File: src/rtl/video_timing_gen.sv
`default_nettype none
// ============================================================================
//  Module      : video_timing_gen
//  Description : Parametrised raster timing generator. Produces h/v counters,
//                sync, blanking, active-relative coordinates, line/frame
//                strobes and an early-fetch window, all as registered outputs
//                decoded from the next counter values.
//  Revision    : 1.0 - initial release
// ============================================================================
module video_timing_gen #(
  parameter int CW        = 11,
  parameter int H_BP      = 48,
  parameter int H_ACTIVE  = 640,
  parameter int H_FP      = 16,
  parameter int H_SYNC    = 96,
  parameter int V_BP      = 33,
  parameter int V_ACTIVE  = 480,
  parameter int V_FP      = 10,
  parameter int V_SYNC    = 2,
  parameter bit HS_POL    = 1'b0,
  parameter bit VS_POL    = 1'b0,
  parameter int H_WIN_OFF = 64,
  parameter int H_WIN     = 512,
  parameter int V_WIN_OFF = 112,
  parameter int V_WIN     = 256,
  parameter int PREFETCH  = 2
) (
  input  logic          px_clk,
  input  logic          clr,
  input  logic          en,
  input  logic          mode,
  output logic [CW-1:0] hc,
  output logic [CW-1:0] vc,
  output logic          hsync,
  output logic          vsync,
  output logic          hblank,
  output logic          vblank,
  output logic          active,
  output logic [CW-1:0] x,
  output logic [CW-1:0] y,
  output logic          line_start,
  output logic          frame_start,
  output logic          prefetch
);

  localparam int c_H_TOTAL = H_BP + H_ACTIVE + H_FP + H_SYNC;
  localparam int c_V_TOTAL = V_BP + V_ACTIVE + V_FP + V_SYNC;

  localparam logic [CW-1:0] c_H_LAST   = CW'(c_H_TOTAL - 1);
  localparam logic [CW-1:0] c_V_LAST   = CW'(c_V_TOTAL - 1);
  localparam logic [CW-1:0] c_HSYNC_ST = CW'(H_BP + H_ACTIVE + H_FP);
  localparam logic [CW-1:0] c_VSYNC_ST = CW'(V_BP + V_ACTIVE + V_FP);

  // Window edges for the two geometries (start inclusive, end exclusive)
  localparam logic [CW-1:0] c_HS_FULL = CW'(H_BP);
  localparam logic [CW-1:0] c_HE_FULL = CW'(H_BP + H_ACTIVE);
  localparam logic [CW-1:0] c_VS_FULL = CW'(V_BP);
  localparam logic [CW-1:0] c_VE_FULL = CW'(V_BP + V_ACTIVE);
  localparam logic [CW-1:0] c_HS_WIN  = CW'(H_BP + H_WIN_OFF);
  localparam logic [CW-1:0] c_HE_WIN  = CW'(H_BP + H_WIN_OFF + H_WIN);
  localparam logic [CW-1:0] c_VS_WIN  = CW'(V_BP + V_WIN_OFF);
  localparam logic [CW-1:0] c_VE_WIN  = CW'(V_BP + V_WIN_OFF + V_WIN);
  localparam logic [CW-1:0] c_PF      = CW'(PREFETCH);

  logic          r_mode;
  logic          w_h_wrap;
  logic          w_frame_end;
  logic          w_mode_nx;
  logic [CW-1:0] w_hc_nx;
  logic [CW-1:0] w_vc_nx;
  logic [CW-1:0] w_hs;
  logic [CW-1:0] w_he;
  logic [CW-1:0] w_vs;
  logic [CW-1:0] w_ve;
  logic          w_hblank;
  logic          w_vblank;
  logic          w_active;
  logic [CW-1:0] w_x;
  logic [CW-1:0] w_y;
  logic          w_prefetch;
  logic          w_hsync;
  logic          w_vsync;

  // Next counter values and decode of every flag from them, so the registered
  // flags line up with the registered counters with no skew.
  always_comb begin
    w_h_wrap    = (hc == c_H_LAST);
    w_frame_end = w_h_wrap && (vc == c_V_LAST);
    w_hc_nx     = w_h_wrap ? '0 : hc + CW'(1);
    w_vc_nx     = vc;
    if (w_h_wrap) begin
      w_vc_nx = (vc == c_V_LAST) ? '0 : vc + CW'(1);
    end
    // The geometry sample lands on the last cycle of the frame, so the next
    // frame's first pixel is already decoded with the new mode.
    w_mode_nx = w_frame_end ? mode : r_mode;

    w_hs = w_mode_nx ? c_HS_WIN : c_HS_FULL;
    w_he = w_mode_nx ? c_HE_WIN : c_HE_FULL;
    w_vs = w_mode_nx ? c_VS_WIN : c_VS_FULL;
    w_ve = w_mode_nx ? c_VE_WIN : c_VE_FULL;

    w_hblank   = (w_hc_nx < w_hs) || (w_hc_nx >= w_he);
    w_vblank   = (w_vc_nx < w_vs) || (w_vc_nx >= w_ve);
    w_active   = !w_hblank && !w_vblank;
    w_x        = w_active  ? (w_hc_nx - w_hs) : '0;
    w_y        = !w_vblank ? (w_vc_nx - w_vs) : '0;
    w_prefetch = !w_vblank && (w_hc_nx >= (w_hs - c_PF)) &&
                 (w_hc_nx < (w_he - c_PF));
    // Sync pulses sit at the end of line/frame independent of the window
    w_hsync    = (w_hc_nx >= c_HSYNC_ST) ? HS_POL : ~HS_POL;
    w_vsync    = (w_vc_nx >= c_VSYNC_ST) ? VS_POL : ~VS_POL;
  end

  // Counter, mode and output registers; a stalled enable freezes all of them
  always_ff @(posedge px_clk or posedge clr) begin
    if (clr) begin
      hc          <= '0;
      vc          <= '0;
      r_mode      <= 1'b0;
      hsync       <= ~HS_POL;
      vsync       <= ~VS_POL;
      hblank      <= 1'b1;
      vblank      <= 1'b1;
      active      <= 1'b0;
      x           <= '0;
      y           <= '0;
      line_start  <= 1'b1;
      frame_start <= 1'b1;
      prefetch    <= 1'b0;
    end else if (en) begin
      hc          <= w_hc_nx;
      vc          <= w_vc_nx;
      r_mode      <= w_mode_nx;
      hsync       <= w_hsync;
      vsync       <= w_vsync;
      hblank      <= w_hblank;
      vblank      <= w_vblank;
      active      <= w_active;
      x           <= w_x;
      y           <= w_y;
      line_start  <= (w_hc_nx == '0);
      frame_start <= (w_hc_nx == '0) && (w_vc_nx == '0);
      prefetch    <= w_prefetch;
    end
  end

endmodule
`default_nettype wire

File: config.mk
export PLATFORM = sky130hd
export DESIGN_NAME = video_timing_gen
export DESIGN_NICKNAME = d
export VERILOG_FILES = /design/src/rtl/video_timing_gen.sv
export SDC_FILE = /design/constraint.sdc
export NUM_CORES = 1
export LEC_CHECK = 0
export BUFFER_PORTS_ARGS = -buffer_cell sky130_fd_sc_hd__buf_2
export CAP_MARGIN = 20
export CORE_ASPECT_RATIO = 0.8
export CORE_MARGIN = 3
export CORE_UTILIZATION = 50
export DETAILED_ROUTE_END_ITERATION = 12
export PLACE_DENSITY = 0.81
export SYNTH_ARGS = -nofsm -noshare
export SYNTH_HDL_FRONTEND = slang
export SYNTH_SLANG_ARGS = --single-unit
export TNS_END_PERCENT = 1
File: constraint.sdc
create_clock -name px_clk -period 5.4 [get_ports px_clk]
set_clock_uncertainty 0.05 [all_clocks]
set_input_delay 0 -clock px_clk [delete_from_list [all_inputs] [get_ports px_clk]]
set_output_delay 0 -clock px_clk [all_outputs]
set_load 0.01 [all_outputs]
# Word level (Yosys, flattened, before mapping)
# Cells that the tools add are included.
# word_totals
reg_bits,53
out_inout_bits,52
word_cells,52
in_bits,4
# op_classes
n_reduce_logical,11
order_cmp,8
eq_ne,2
add_sub_neg,6
mux,12
# op_table
op,count
$mux W11,5
$add A11 B1 Y11 const B,2
$eq A11 B10 Y1 const B,2
$ge A11 B10 Y1,2
$ge A11 B10 Y1 const B,2
$logic_not A11 Y1,2
$mux W8,2
$ge A11 B11 Y1,1
$lt A11 B11 Y1,1
$lt A11 B7 Y1,1
$lt A11 B8 Y1,1
$sub A10 B2 Y11 const B,1
$sub A11 B7 Y11,1
$sub A11 B8 Y11,1
$mux W10,1
$sub A7 B2 Y8 const B,1
$mux W7,1
$logic_and A1 B1 Y1,5
$mux W1,3
$logic_not A1 Y1,2
$logic_or A1 B1 Y1,2

# Logic depth before layout (Yosys ltp)
# Gate-level depths: netlist (run 1).
# logic_depth
ltp_word,9
ltp_mapped,15

# Worst setup path before layout (run 1)
# Ideal clock, no wire load.
# synth_timing
path_type,register -> register
start,reg vc[0]
end,reg x[2]
path_slack_ns,1.812
path_stages_with_launch,16
arrival_time_ns,3.442
cell_sequence,dfrtp_1 > inv_1 > ha_1 > nor4bb_1 > and3_1 > clkbuf_1 > a21oi_1 > nor2_1 > inv_1 > ha_1 > o2111ai_1 > o21ai_0 > a2111oi_4 > o211ai_2 > buf_6 > o32ai_2
# synth_via
elab_chain_cells,9
elab_cells_between_ends,20
# synth_rtl
item,line,text
"start, declared",33,"output logic [CW-1:0] vc,"
"start signal, assigned",133,vc <= w_vc_nx;
"parallel branches: the longest is 7 deep, another holds $add A11 B1 Y11",-,
$logic_and A1 B1 Y1 (*),105,w_active = !w_hblank && !w_vblank;
$mux W11 (*),106,w_x = w_active ? (w_hc_nx - w_hs) : '0;
"end signal, assigned",140,x <= w_x;
"end, declared",39,"output logic [CW-1:0] x,"
# Mark *: on every way between the ends.
# A chain may end at the register's enable or synchronous reset.

# Final worst setup path (run 1)
# layout_timing
start,reg vc[0]
end,reg x[8]
# layout_via
elab_chain_cells,9
elab_cells_between_ends,21
# layout_rtl
item,line
"parallel branches: the longest is 8 deep, another holds $add A11 B1 Y11",-
$mux W11 (*),106
# Marked as above.

==> results.md, run 1 <==
- The number of H-tree branching levels is 2.
- Ranked by total cell area, the synthesized netlist is headed by sky130_fd_sc_hd__dfrtp_1, sky130_fd_sc_hd__xnor2_1, sky130_fd_sc_hd__ha_1, sky130_fd_sc_hd__dfstp_2, sky130_fd_sc_hd__o32ai_2.
- The part of the cycle the worst path needs is 0.802.
- The cell area after synthesis is 0.00352 sq mm.
- Setup repair after global routing left no endpoint under its margin.
- The count of unresolved DRC violations after routing is 0.
- The critical path endpoint category is a flip-flop.
- Across the VDD grid, the largest voltage drop is 179 uV.
- The fraction of the mapped netlist area in compound gates is 0.208.
- Clock latency on the worst-skew pair, taken at its later pin, is 0.32 ns.
- The post-synthesis async set-or-reset flop share is 1.00.
- After layout, the worst setup slack is 1.07 ns.
- The via count of the first global-routing pass was 3002.
- The upper clock frequency limit is 0.231 GHz.
- The clock transition time at the flip-flop clock pins of the worst setup and hold paths is 0.11 ns.
- Yosys printed 0 warnings.
- The wire length reported by the detailed router is 9070 microns.
- The clock period could shrink to 4.33 ns.
- The layout overhead on the synthesized area is 11.6%.
- The share of cells above drive strength 1 is 0.240.
- The count of final hold-check violations is 0.
- TritonCTS built the clock tree.
- Measured along the y axis, the die boundary spans 81.1 microns.
- The final estimated routing congestion in global placement is 0.909.
- The first global-routing pass estimated 14900 microns of wire.
- The count of endpoints failing setup in the final report is 0.
- Input and output buffers added on the ports amount to 55.
- The total routing resource utilization after global routing is 0.231.
- The initial antenna violation count is 0.
- The root buffer selected by CTS is sky130_fd_sc_hd__clkbuf_8.
- The run finished with clean final reports.
- The row count is 26.
- Counting every instance in the synthesized netlist gives 372.
- The number of enable flip-flop cells after synthesis is 0.
- The final-stage net count is 432.
- The region available for standard cell placement spans 0.00660 sq mm.
- The headroom to the max-slew limit is 0.323.
- Across the whole layout, storage elements account for 0.00133 sq mm.
- Counting along the longest clock path gives a buffer depth of 2.
- Across the run, the number of max-cap violations was 0.
- The final-report max-slew violation count is 0.
- sky130_fd_sc_hd__dfrtp_1 takes more of the synthesized area than any other cell.
- The multi-input combinational cells in the finished layout cover a total of 0.00198 sq mm.
- Counting the buffers created by CTS gives 5.
- Of the total synthesized cell area, the portion taken by full adders, half adders and majority gates is 0.0490.
- The total negative setup slack is 0 ns.
- For this configuration, the core starts out at a cell density of 0.534.
- 0 antenna diodes ended up in the layout.
- Summing over every cut layer, the via total after detailed routing is 3108.
- Of the post-synthesis cell area, the dominant cell type holds 0.334.
- The x dimension of the die is 99.9 microns.
- The fraction of synthesized area in multiplexers is 0.0281.
- The number of DRC markers after the initial detailed-route iteration is 273.
- The maximum number of pins on one net before global-route repair is 54.
- For this design, the sink count on the clock tree is 53.
- The min-delay analysis places its worst path in the category in -> reg.
- The area of the die is 0.00810 sq mm.
- Among all flip-flop cells after synthesis, the most frequent one is sky130_fd_sc_hd__dfrtp_1.
- The count of nets left with antenna violations once routing finished came out at 0.
- The length of the first detailed-routing pass in iterations is 5.
- The arrival time of data at the critical path endpoint is 4.51 ns.
- After global routing the overflow that remains totals 0.
- The portion of the post-synthesis area used by sequential elements is 0.379.
- The net count of the mapped netlist is 389.
- The required time of the critical path is 5.58 ns.
- The post-synthesis xor/xnor area fraction is 0.0771.
- The layout has 577 filler cells.
- The library cell used most frequently in the layout, excluding fill and tap cells, is sky130_fd_sc_hd__buf_2.
- The top cell types in the final layout, fill and taps aside, are sky130_fd_sc_hd__buf_2, sky130_fd_sc_hd__dfrtp_1, sky130_fd_sc_hd__inv_1.
- The sort of element at the start of the critical path is a flip-flop.
- The via-per-instance ratio is 6.22.
- After synthesis, the largest family of logic cells by area is compound AO/OA/AOI/OAI gates.
- The count of distinct cell types in the synthesized netlist is 60.
- The half-perimeter wire length after placement is 6550 microns.
- The worst-path maximum fanout is 12.
- Of the total synthesized cell area, the portion taken by AND, OR, NAND and NOR gates is 0.198.
- The count of instances resized after the clock tree is built is 0.
- The leakage power total is 1.73 nW.
- The average footprint of a synthesized cell is 9.47 sq um.
- 56 I/O pins were placed.
- At the pin with the least slew margin, the transition time is 1.02 ns.
- The flop and latch count out of synthesis is 53.
- Dividing total power by cell area gives a power density of 321 mW/mm^2.
- OpenSTA, run right after detailed placement, puts the worst setup slack at 1.12 ns.
- The critical setup path kind is reg -> reg.
- In the final routed layout, each cell accounts on average for 18.1 microns.
## registers in the layout, indices dropped and copies added (netlist names)
name	count
vsync	1
r_mode	1
x	11
active	1
hc	11
vc	11
hsync	1
prefetch	1
vblank	1
frame_start	1
hblank	1
y	11
line_start	1
## metrics by stage
step | instances | cell area [sq um] | power (mW) | utilization | hold slack [ns]
3_5_place_dp | 489 | 3800 | 1.03 | 0.575 | 0.298
3_3_place_gp | 489 | 3800 | 1.01 | 0.575 | 0.273
5_1_grt | 500 | 3930 | 1.35 | 0.595 | 0.230
2_1_floorplan | 372 | 3520 | 0.890 | - | 0.145
4_1_cts | 498 | 3900 | 1.26 | 0.590 | 0.168
6_report | 500 | 3930 | 1.26 | 0.595 | 0.182
## logic make-up (layout without fill, tap and decap cells)
group                    count (synthesis)  in the layout
flip-flops                              53             53
XOR/XNOR                                31             31
multiplexers                             9              9
AND/OR/NAND/NOR                        124            124
buffers and inverters                   51             95
adder cells (fa/ha/maj)                 14             14
AO/OA/AOI/OAI                           90             90
## synth_stat cells, types with 3 or more instances
cell type,n
sky130_fd_sc_hd__dfrtp_1,47
sky130_fd_sc_hd__inv_1,29
sky130_fd_sc_hd__nor2_1,26
sky130_fd_sc_hd__nand2_1,20
sky130_fd_sc_hd__nand3_1,20
sky130_fd_sc_hd__xnor2_1,20
sky130_fd_sc_hd__a21oi_1,18
sky130_fd_sc_hd__clkbuf_1,14
sky130_fd_sc_hd__ha_1,13
sky130_fd_sc_hd__nand4_1,12
sky130_fd_sc_hd__o21ai_0,12
sky130_fd_sc_hd__o2bb2ai_1,11
sky130_fd_sc_hd__xor2_1,11
sky130_fd_sc_hd__nor3_1,10
sky130_fd_sc_hd__o32ai_2,9
sky130_fd_sc_hd__mux2_2,7
sky130_fd_sc_hd__buf_2,6
sky130_fd_sc_hd__dfstp_2,6
sky130_fd_sc_hd__nor4_1,5
sky130_fd_sc_hd__o31ai_1,5
sky130_fd_sc_hd__a31oi_1,4
sky130_fd_sc_hd__and3_1,4
sky130_fd_sc_hd__or2_2,4
sky130_fd_sc_hd__or4_1,4
sky130_fd_sc_hd__a22o_1,3
sky130_fd_sc_hd__o21a_1,3
sky130_fd_sc_hd__o22ai_1,3
sky130_fd_sc_hd__o32ai_1,3
## where the power goes
group	leakage (nW)	total (mW)	switching [mW]	internal, mW
registers	0.666	0.540	0.0825	0.457
logic	1.02	0.492	0.297	0.195
clock network	0.0414	0.230	0.137	0.0926
total	1.73	1.26	0.516	0.745
## routing by layer
| metal | global-route usage | share of wire | up-vias |
|---|---|---|---|
| met2 | 0.343 | 0.43 | 153 |
| met5 | 0 | 0 | - |
| met1 | 0.334 | 0.46 | 1495 |
| met4 | 0.0709 | 0.015 | 0 |
| li1 | - | - | 1443 |
| met3 | 0.0549 | 0.097 | 17 |
## cell type report
| class | count | area share |
|---|---|---|
| clock buffer | 6 | 0.0185 |
| clock inverter | 2 | 0.00414 |
| inverter | 29 | 0.0277 |
| multi-input combinational | 268 | 0.502 |
| sequential | 53 | 0.339 |
| tap | 84 | 0.0267 |
| timing repair buffer | 58 | 0.0815 |
## worst max-delay path: stages, from the launching register on
cell,delay (ns)
sky130_fd_sc_hd__dfrtp_1,0.47
sky130_fd_sc_hd__inv_1,0.15
sky130_fd_sc_hd__ha_1,0.18
sky130_fd_sc_hd__nor4bb_1,0.54
sky130_fd_sc_hd__and3_1,0.41
sky130_fd_sc_hd__a21oi_1,0.13
sky130_fd_sc_hd__nor2_1,0.32
sky130_fd_sc_hd__inv_1,0.15
sky130_fd_sc_hd__ha_1,0.34
sky130_fd_sc_hd__o2111ai_1,0.08
sky130_fd_sc_hd__o21ai_0,0.17
sky130_fd_sc_hd__a2111oi_4,0.39
sky130_fd_sc_hd__o211ai_2,0.31
sky130_fd_sc_hd__buf_8,0.29
sky130_fd_sc_hd__o32ai_2,0.27
## timing repair
| action | in CTS | in global routing |
|---|---|---|
| hold endpoints to repair | 47 | 0 |
| hold buffers | 1 | 0 |
| buffers inserted | 0 | 0 |
## final timing paths
path	cells past startpoint	from	end	slack (ns)
min in group asynchronous	3	clr	x[0]$_DFFE_PP0P_	0.23
hold reg to reg	2	hsync$_DFFE_PP1P_	hsync$_DFFE_PP1P_	0.42
setup / recovery	14	vc[0]$_DFFE_PP0P_	x[8]$_DFFE_PP0P_	1.07
hold / removal	4	mode	r_mode$_DFFE_PP0P_	0.18
max in group asynchronous	4	clr	hsync$_DFFE_PP1P_	4.44
setup reg to reg	14	vc[0]$_DFFE_PP0P_	x[8]$_DFFE_PP0P_	1.07
(Power assumes the default switching activity.)
==> inputs of run 2 (changes only) <==
- clock period: 5.4 -> 4.2 ns (I/O delays scaled with it)
==> run 2 against run 1 <==
Count of clock-buffer cells in the layout shrank 1. Flip-flop and latch count stayed put. Maximum frequency is 8.5% higher. Non-clock buffer count increased by 11. Highest routed layer unchanged. First-iteration DRC count down 26%. Largest cell class unchanged. Global-route usage grew 0.67 points. Register-to-register slack got worse by 0.86 ns. Sequential share of layout area is 1.0 points lower. Combinational power up 31%.
==> results.md, run 2 (same netlist as run 1, synthesis figures left out) <==
- The run finished with clean final reports.
- The diode insertion count for antenna repair is 0 (unchanged).
- The critical path goes through or4_1, nor3_4, buf_4, a21oi_1, nor2_1, inv_1, ha_1, o2111ai_1, o21ai_0, a2111oi_4, o211ai_2, buf_12, o32ai_1.
- The via-per-instance ratio came to 6.05 (-2.7%).
- The count of buffers inserted at the top-level ports is 55 (unchanged).
- The count of final hold-check violations is 0 (unchanged).
- The switching power came to 0.668 mW (+29%).
- The number of DRC markers after the initial detailed-route iteration was 201 (-26%).
- The wire length reported by the detailed router is 9090 microns (+0.23%).
- The number of nets still failing antenna checks after routing came to 0 (unchanged).
- The routed length on met1 came to 4450 microns (+7.7%).
- The via count was 3091 (-0.55%).
- The required time of the critical path is 4.37 ns (-1.21 ns).
- The global route total overflow was 0 (unchanged).
- The total routing resource utilization after global routing was 0.238 (+0.00666).
- The most common library cell in the layout ignoring fill and taps is sky130_fd_sc_hd__buf_2.
- The time the final worst path needs with I/O delays and setup is 3.99 ns (-0.338 ns).
- The delay contributed by the slowest stage of the critical path was 0.69 ns (+0.15 ns).
- The worst vdd rail ir drop is 227 uV (+27%).
- The clock transition time at the flip-flop clock pins of the worst setup and hold paths is 0.11 ns (about the same).
- The length of the first detailed-routing pass in iterations came to 4 (-1).
- The headroom to the max-slew limit is 0.529 (+0.206).
- STA classifies the critical path endpoint as a flip-flop.
- The number of fillers in the final layout came to 584 (+1.2%).
- The maximum number of pins on one net before global-route repair is 54 (unchanged).
- The final estimated routing congestion in global placement is 0.952 (+4.8%).
- The max-capacitance violation count came to 0 (unchanged).
- The worst-path maximum fanout is 14 (+2).
- TritonCTS built the clock tree.
- The x dimension of the die came to 99.9 microns (unchanged).
- The worst setup path is of the reg -> reg kind.
- Compared with the post-synthesis result, the final layout area differs by 15.1%.
- The die outline height is 81.1 microns (unchanged).
- The cell area power density is 420 mW/mm^2 (+31%).
- The final worst slack is 0.205 ns (-0.862 ns).
- The post-route core utilization is 0.614 (+0.0186).
- The multi-input logic area is 0.00198 sq mm (+0.38%).
- The total placed cells including tap cells is 499 (+2.0%).
- The row count is 26 (unchanged).
- The fraction of power consumed by the clock network is 0.217 (+0.035).
- The tightest min-delay check is of the in -> reg type.
- The clock latency on the worst-skew pair came to 0.31 ns (about the same).
- The length of routed met2 wiring is 3870 microns (-1.3%).
- The worst-margin pin slew is 0.702 ns (-0.314 ns).
- The first-pass GRT wire length was 15300 microns (+2.7%).
- Clock tree synthesis selected as its root buffer the cell sky130_fd_sc_hd__clkbuf_8.
- The routed wirelength normalized by instance count is 17.8 microns (-1.9%).
- The detailed router used layers up to and including met4.
- The initial antenna violation count is 0 (unchanged).
- The part of the cycle the worst path needs is 0.951 (+0.149).
- The initial standard-cell utilization of the core is 0.534 (unchanged).
- The upper clock frequency limit was 0.250 GHz (+8.5%).
- The final-stage net count was 443 (+2.5%).
- Leaving out fill and tap cells, the most frequent cells in the layout are sky130_fd_sc_hd__buf_2, sky130_fd_sc_hd__dfrtp_1, sky130_fd_sc_hd__inv_1.
- The leakage power total is 1.80 nW (+4.1%).
- The design internal power is 1.03 mW (+39%).
- The count of unresolved DRC violations after routing was 0 (unchanged).
- The via count of the first global-routing pass was 3007 (+0.17%).
- On the critical path, the stage with the largest delay is an instance of sky130_fd_sc_hd__or4_1.
- The count of endpoints failing setup in the final report is 0 (unchanged).
- The sequential cell fraction of total power is 0.403 (-0.025).
- The sort of element at the start of the critical path is a flip-flop.
- The combined flip-flop and latch cell area is 0.00133 sq mm (unchanged).
- The total clock buffers created by CTS was 5 (unchanged).
- The pre-CTS setup slack is 0.179 ns (-0.945 ns).
- The half-perimeter wire length after placement is 6700 microns (+2.4%).
- The TritonCTS sink count is 53 (unchanged).
- The share of cells above drive strength 1 is 0.267 (+0.0266).
- The arrival time of data at the critical path endpoint came to 4.16 ns (-0.35 ns).
- The switching power share of the total is 0.393 (-0.0169).
- The count of placed standard cells in the final layout, fillers left out came to 511 (+2.2%).
- The number of H-tree branching levels is 2 (unchanged).
- The routed wire length on met3 is 705 microns (-20%).
- The area of the die was 0.00810 sq mm (unchanged).
- The number of top-level pins was 56 (unchanged).
- The final-report max-slew violation count is 0 (unchanged).
- The combinational cell fraction of total power is 0.380 (-0.010).
- The maximum buffer depth of the clock tree came to 2 (unchanged).
- The core footprint is 0.00660 sq mm (unchanged).
-- run 2: timing repair --
action	CTS	global route
setup buffers	0	2
setup endpoints to repair	0	15
hold buffers	1	0
endpoints found under the hold margin	47	0
resized for setup	0	2
-- run 2: area by class of cell --
cell class | instances | share of cell area
clock buffers | 5 | 0.0170
clock inverters | 3 | 0.0117
inverters | 29 | 0.0268
multi-input cells | 268 | 0.489
flip-flops and latches | 53 | 0.329
well taps | 84 | 0.0259
repair buffers | 69 | 0.101
-- run 2: power by group through the flow --
| stage | Sequential [mW] | Combinational (mW) | Clock [mW] |
|---|---|---|---|
| after detailed placement | 0.693 | 0.637 | 0 |
| after global routing | 0.702 | 0.718 | 0.398 |
| after CTS | 0.685 | 0.643 | 0.374 |
| after global placement | 0.689 | 0.627 | 0 |
| final | 0.686 | 0.646 | 0.369 |
| after floorplan | 0.695 | 0.449 | 0 |
-- run 2: path summary, 6_finish.rpt --
path,slack (ns),depth (start not counted),from,to
max in group asynchronous,3.32,4,clr,hsync$_DFFE_PP1P_
worst max-delay path,0.21,13,hc[6]$_DFFE_PP0P_,x[9]$_DFFE_PP0P_
worst min register to register,0.44,2,hsync$_DFFE_PP1P_,hsync$_DFFE_PP1P_
worst min-delay path,0.11,2,en,y[7]$_DFFE_PP0P_
min in group asynchronous,0.17,3,clr,y[8]$_DFFE_PP0P_
worst max register to register,0.21,13,hc[6]$_DFFE_PP0P_,x[9]$_DFFE_PP0P_
-- run 2: per-stage QoR --
step	cell area, sq um	setup TNS, ns	hold WS (ns)	total power [mW]
after floorplan	3520	0	0.145	1.14
after global placement	3890	0	0.269	1.32
after detailed placement	3890	0	0.290	1.33
after CTS	4010	0	0.107	1.70
after global routing	4060	-0.176	0.130	1.82
final	4060	0	0.115	1.70
-- run 2: metal layers --
metal	vias to the layer above	track usage
met4	0	0.0518
met3	7	0.0446
met2	122	0.346
met5	-	0
met1	1499	0.365
li1	1463	-
-- run 2: worst max-delay path: cells and delay by family, from the launching register on --
family	cells	cell delay, ns
AOI/OAI and AO/OA	6	1.31
and+or+nand+nor	3	1.15
buffers and inverters	3	0.56
DFF	1	0.51
adders and majority gates	1	0.32
==> inputs of run 3 (changes only) <==
- SETUP_SLACK_MARGIN: default -> 0.5
==> run 3 against run 2 <==
Utilization up 2.1 points. Die area unchanged. Global-route usage about the same. Cell count increased by 2.2%. Count of clock-buffer cells in the layout unchanged. Via count grew 1.8%. Register-to-register slack improved by 0.45 ns. Maximum frequency increased by 13%. Critical endpoint unchanged. Largest cell class unchanged. Largest power group is now combinational logic.
==> results.md, run 3 (same netlist as run 1, synthesis figures left out) <==
- The clock latency on the worst-skew pair was 0.31 ns (about the same).
- The die outline height was 81.1 microns (unchanged).
- The count of final hold-check violations came to 0 (unchanged).
- The count of endpoints failing setup in the final report is 0 (unchanged).
- The via count of the first global-routing pass was 2985 (-0.73%).
- The upper clock frequency limit was 0.282 GHz (+13%).
- The number of DRC markers after the initial detailed-route iteration was 235 (+17%).
- Leaving out fill and tap cells, the most frequent cells in the layout are sky130_fd_sc_hd__buf_2, sky130_fd_sc_hd__dfrtp_1, sky130_fd_sc_hd__inv_1.
- The maximum buffer depth of the clock tree is 2 (unchanged).
- The worst-margin pin slew was 0.703 ns (+0.00163 ns).
- The total negative setup slack is 0 ns (unchanged).
- The layout overhead on the synthesized area is 19.0%.
- The critical setup path kind is reg -> reg.
- The worst hold path terminates at y[7]$_DFFE_PP0P_.
- The wire length reported by the detailed router came to 9240 microns (+1.7%).
- The initial standard-cell utilization of the core was 0.534 (unchanged).
- The length of the first detailed-routing pass in iterations is 5 (+1).
- The post-route core utilization was 0.635 (+0.0207).
- The row count is 26 (unchanged).
- The final-report max-slew violation count came to 0 (unchanged).
- The cell area power density came to 418 mW/mm^2 (-0.38%).
- The total routing resource utilization after global routing came to 0.238 (+0.000369).
- The cell sitting at the root of the clock tree is a sky130_fd_sc_hd__clkbuf_8.
- The core footprint came to 0.00660 sq mm (unchanged).
- The x dimension of the die came to 99.9 microns (unchanged).
- The number of H-tree branching levels is 2 (unchanged).
- The startpoint of the lowest-slack register-to-register path is hc[6]$_DFFE_PP0P_.
- The flow ran to the end, and the final reports show no timing, DRC or antenna violations.
- The total power of the final layout came to 1.75 mW (+3.0%).
- The total clock buffers created by CTS is 5 (unchanged).
- The count of buffers inserted at the top-level ports came to 55 (unchanged).
- The number of top-level pins came to 56 (unchanged).
- The leakage power total is 1.86 nW (+3.3%).
- The sort of element at the start of the critical path is a flip-flop.
- The diode insertion count for antenna repair is 0 (unchanged).
- The worst hold path begins at en.
- The worst-path maximum fanout is 14 (unchanged).
- The TritonCTS clock tree is yes.
- The reg2reg setup slack was 0.66 ns (+0.45 ns).
- The clock transition time at the flip-flop clock pins of the worst setup and hold paths was 0.10 ns (about the same).
- Setup repair after global routing left no endpoint under its margin.
- The routed wirelength normalized by instance count was 17.7 microns (-0.45%).
- The via count is 3148 (+1.8%).
- The area of the die is 0.00810 sq mm (unchanged).
- The part of the cycle the worst path needs is 0.844 (-0.107).
- The cell depth of the worst flop-to-flop path came to 12 (-1).
- The TritonCTS sink count is 53 (unchanged).
- The worst vdd rail ir drop was 225 uV (-0.82%).
- The tightest min-delay check is of the in -> reg type.
- The half-perimeter wire length after placement is 6700 microns (unchanged).
- The maximum number of pins on one net before global-route repair is 54 (unchanged).
- The time the final worst path needs with I/O delays and setup is 3.54 ns (-0.450 ns).
- The number of fillers in the final layout came to 574 (-1.7%).
- The headroom to the max-slew limit came to 0.528 (-0.00110).
- The number of instances on the worst hold path is 2 (unchanged).
- The arrival time of data at the critical path endpoint is 3.71 ns (-0.45 ns).
- Leaving out fill and tap cells, the most frequent cell in the layout is sky130_fd_sc_hd__buf_2.
- The required time of the critical path is 4.37 ns (about the same).
- The final-stage net count was 454 (+2.5%).
- The count of unresolved DRC violations after routing is 0 (unchanged).
- The first-pass GRT wire length is 15300 microns (unchanged).
- The via-per-instance ratio came to 6.03 (-0.30%).
- The final estimated routing congestion in global placement is 0.952 (unchanged).
- The initial antenna violation count is 0 (unchanged).
- The number of nets still failing antenna checks after routing is 0 (unchanged).
- STA classifies the critical path endpoint as a flip-flop.
- The global route total overflow is 0 (unchanged).
- The share of cells above drive strength 1 was 0.313 (+0.0458).
- The max-capacitance violation count was 0 (unchanged).
- The end of the worst register-to-register path is x[9]$_DFFE_PP0P_.
run 3: cell count changes in the layout (fill, tap and decap cells not counted), sizes merged:
cell	delta
buf	+11
run 3: layer usage:
layer  global-route usage  part of all wire  up-vias
met5                    0                 0        -
met3               0.0412             0.079       13
met2                0.344              0.43      148
met1                0.368              0.48     1495
met4               0.0546            0.0094        0
li1                     -                 -     1492
run 3: worst max-delay path, stage by stage, from the launching register on:
cell,delay (ns)
sky130_fd_sc_hd__dfrtp_2,0.47
sky130_fd_sc_hd__or4_4,0.58
sky130_fd_sc_hd__nor3_4,0.27
sky130_fd_sc_hd__a21oi_1,0.13
sky130_fd_sc_hd__nor2_1,0.18
sky130_fd_sc_hd__inv_1,0.11
sky130_fd_sc_hd__ha_1,0.33
sky130_fd_sc_hd__o2111ai_1,0.10
sky130_fd_sc_hd__o21ai_1,0.14
sky130_fd_sc_hd__a2111oi_4,0.44
sky130_fd_sc_hd__o211ai_4,0.17
sky130_fd_sc_hd__buf_12,0.21
sky130_fd_sc_hd__o32ai_1,0.27
run 3: worst max-delay path by stage:
stage / from / end / slack, ns
after floorplan: vc[0]$_DFFE_PP0P_ / x[2]$_DFFE_PP0P_ / 0.61
after global placement: vc[0]$_DFFE_PP0P_ / x[9]$_DFFE_PP0P_ / 0.32
after detailed placement: vc[0]$_DFFE_PP0P_ / x[9]$_DFFE_PP0P_ / 0.18
after CTS: hc[0]$_DFFE_PP0P_ / x[9]$_DFFE_PP0P_ / 0.51
after global routing: hc[7]$_DFFE_PP0P_ / x[9]$_DFFE_PP0P_ / 0.47
final: hc[6]$_DFFE_PP0P_ / x[9]$_DFFE_PP0P_ / 0.66
run 3: cell type report:
| type | count | area [sq um] | share of cell area |
|---|---|---|---|
| timing repair buffer | 80 | 490 | 0.117 |
| sequential | 53 | 1340 | 0.319 |
| inverter | 29 | 109 | 0.0260 |
| tap | 84 | 105 | 0.0251 |
| clock inverter | 3 | 47.5 | 0.0113 |
| multi-input combinational | 268 | 2030 | 0.485 |
| clock buffer | 5 | 68.8 | 0.0164 |
run 3: report_power, final:
group          switching, mW  total [mW]  internal [mW]
combinational          0.403       0.703          0.300
clock                  0.183       0.365          0.182
sequential            0.0950       0.684          0.589
total                  0.681        1.75           1.07
run 3: stage by stage:
step	hold slack [ns]	cells	setup slack, ns	area [sq um]
floorplan	0.145	372	0.612	3520
global placement	0.269	499	0.318	3890
detailed placement	0.290	499	0.179	3890
CTS	0.118	510	0.505	4060
global route	0.139	522	0.468	4190
finish	0.137	522	0.656	4190
run 3: timing repair:
action                                  CTS  global route
hold buffers                              1             0
hold endpoints to repair                 47             0
pin swaps                                 1             5
cloned                                    0             0
gates resized for setup                   9            12
endpoints found under the setup margin   17            24
buffers inserted                          2            11
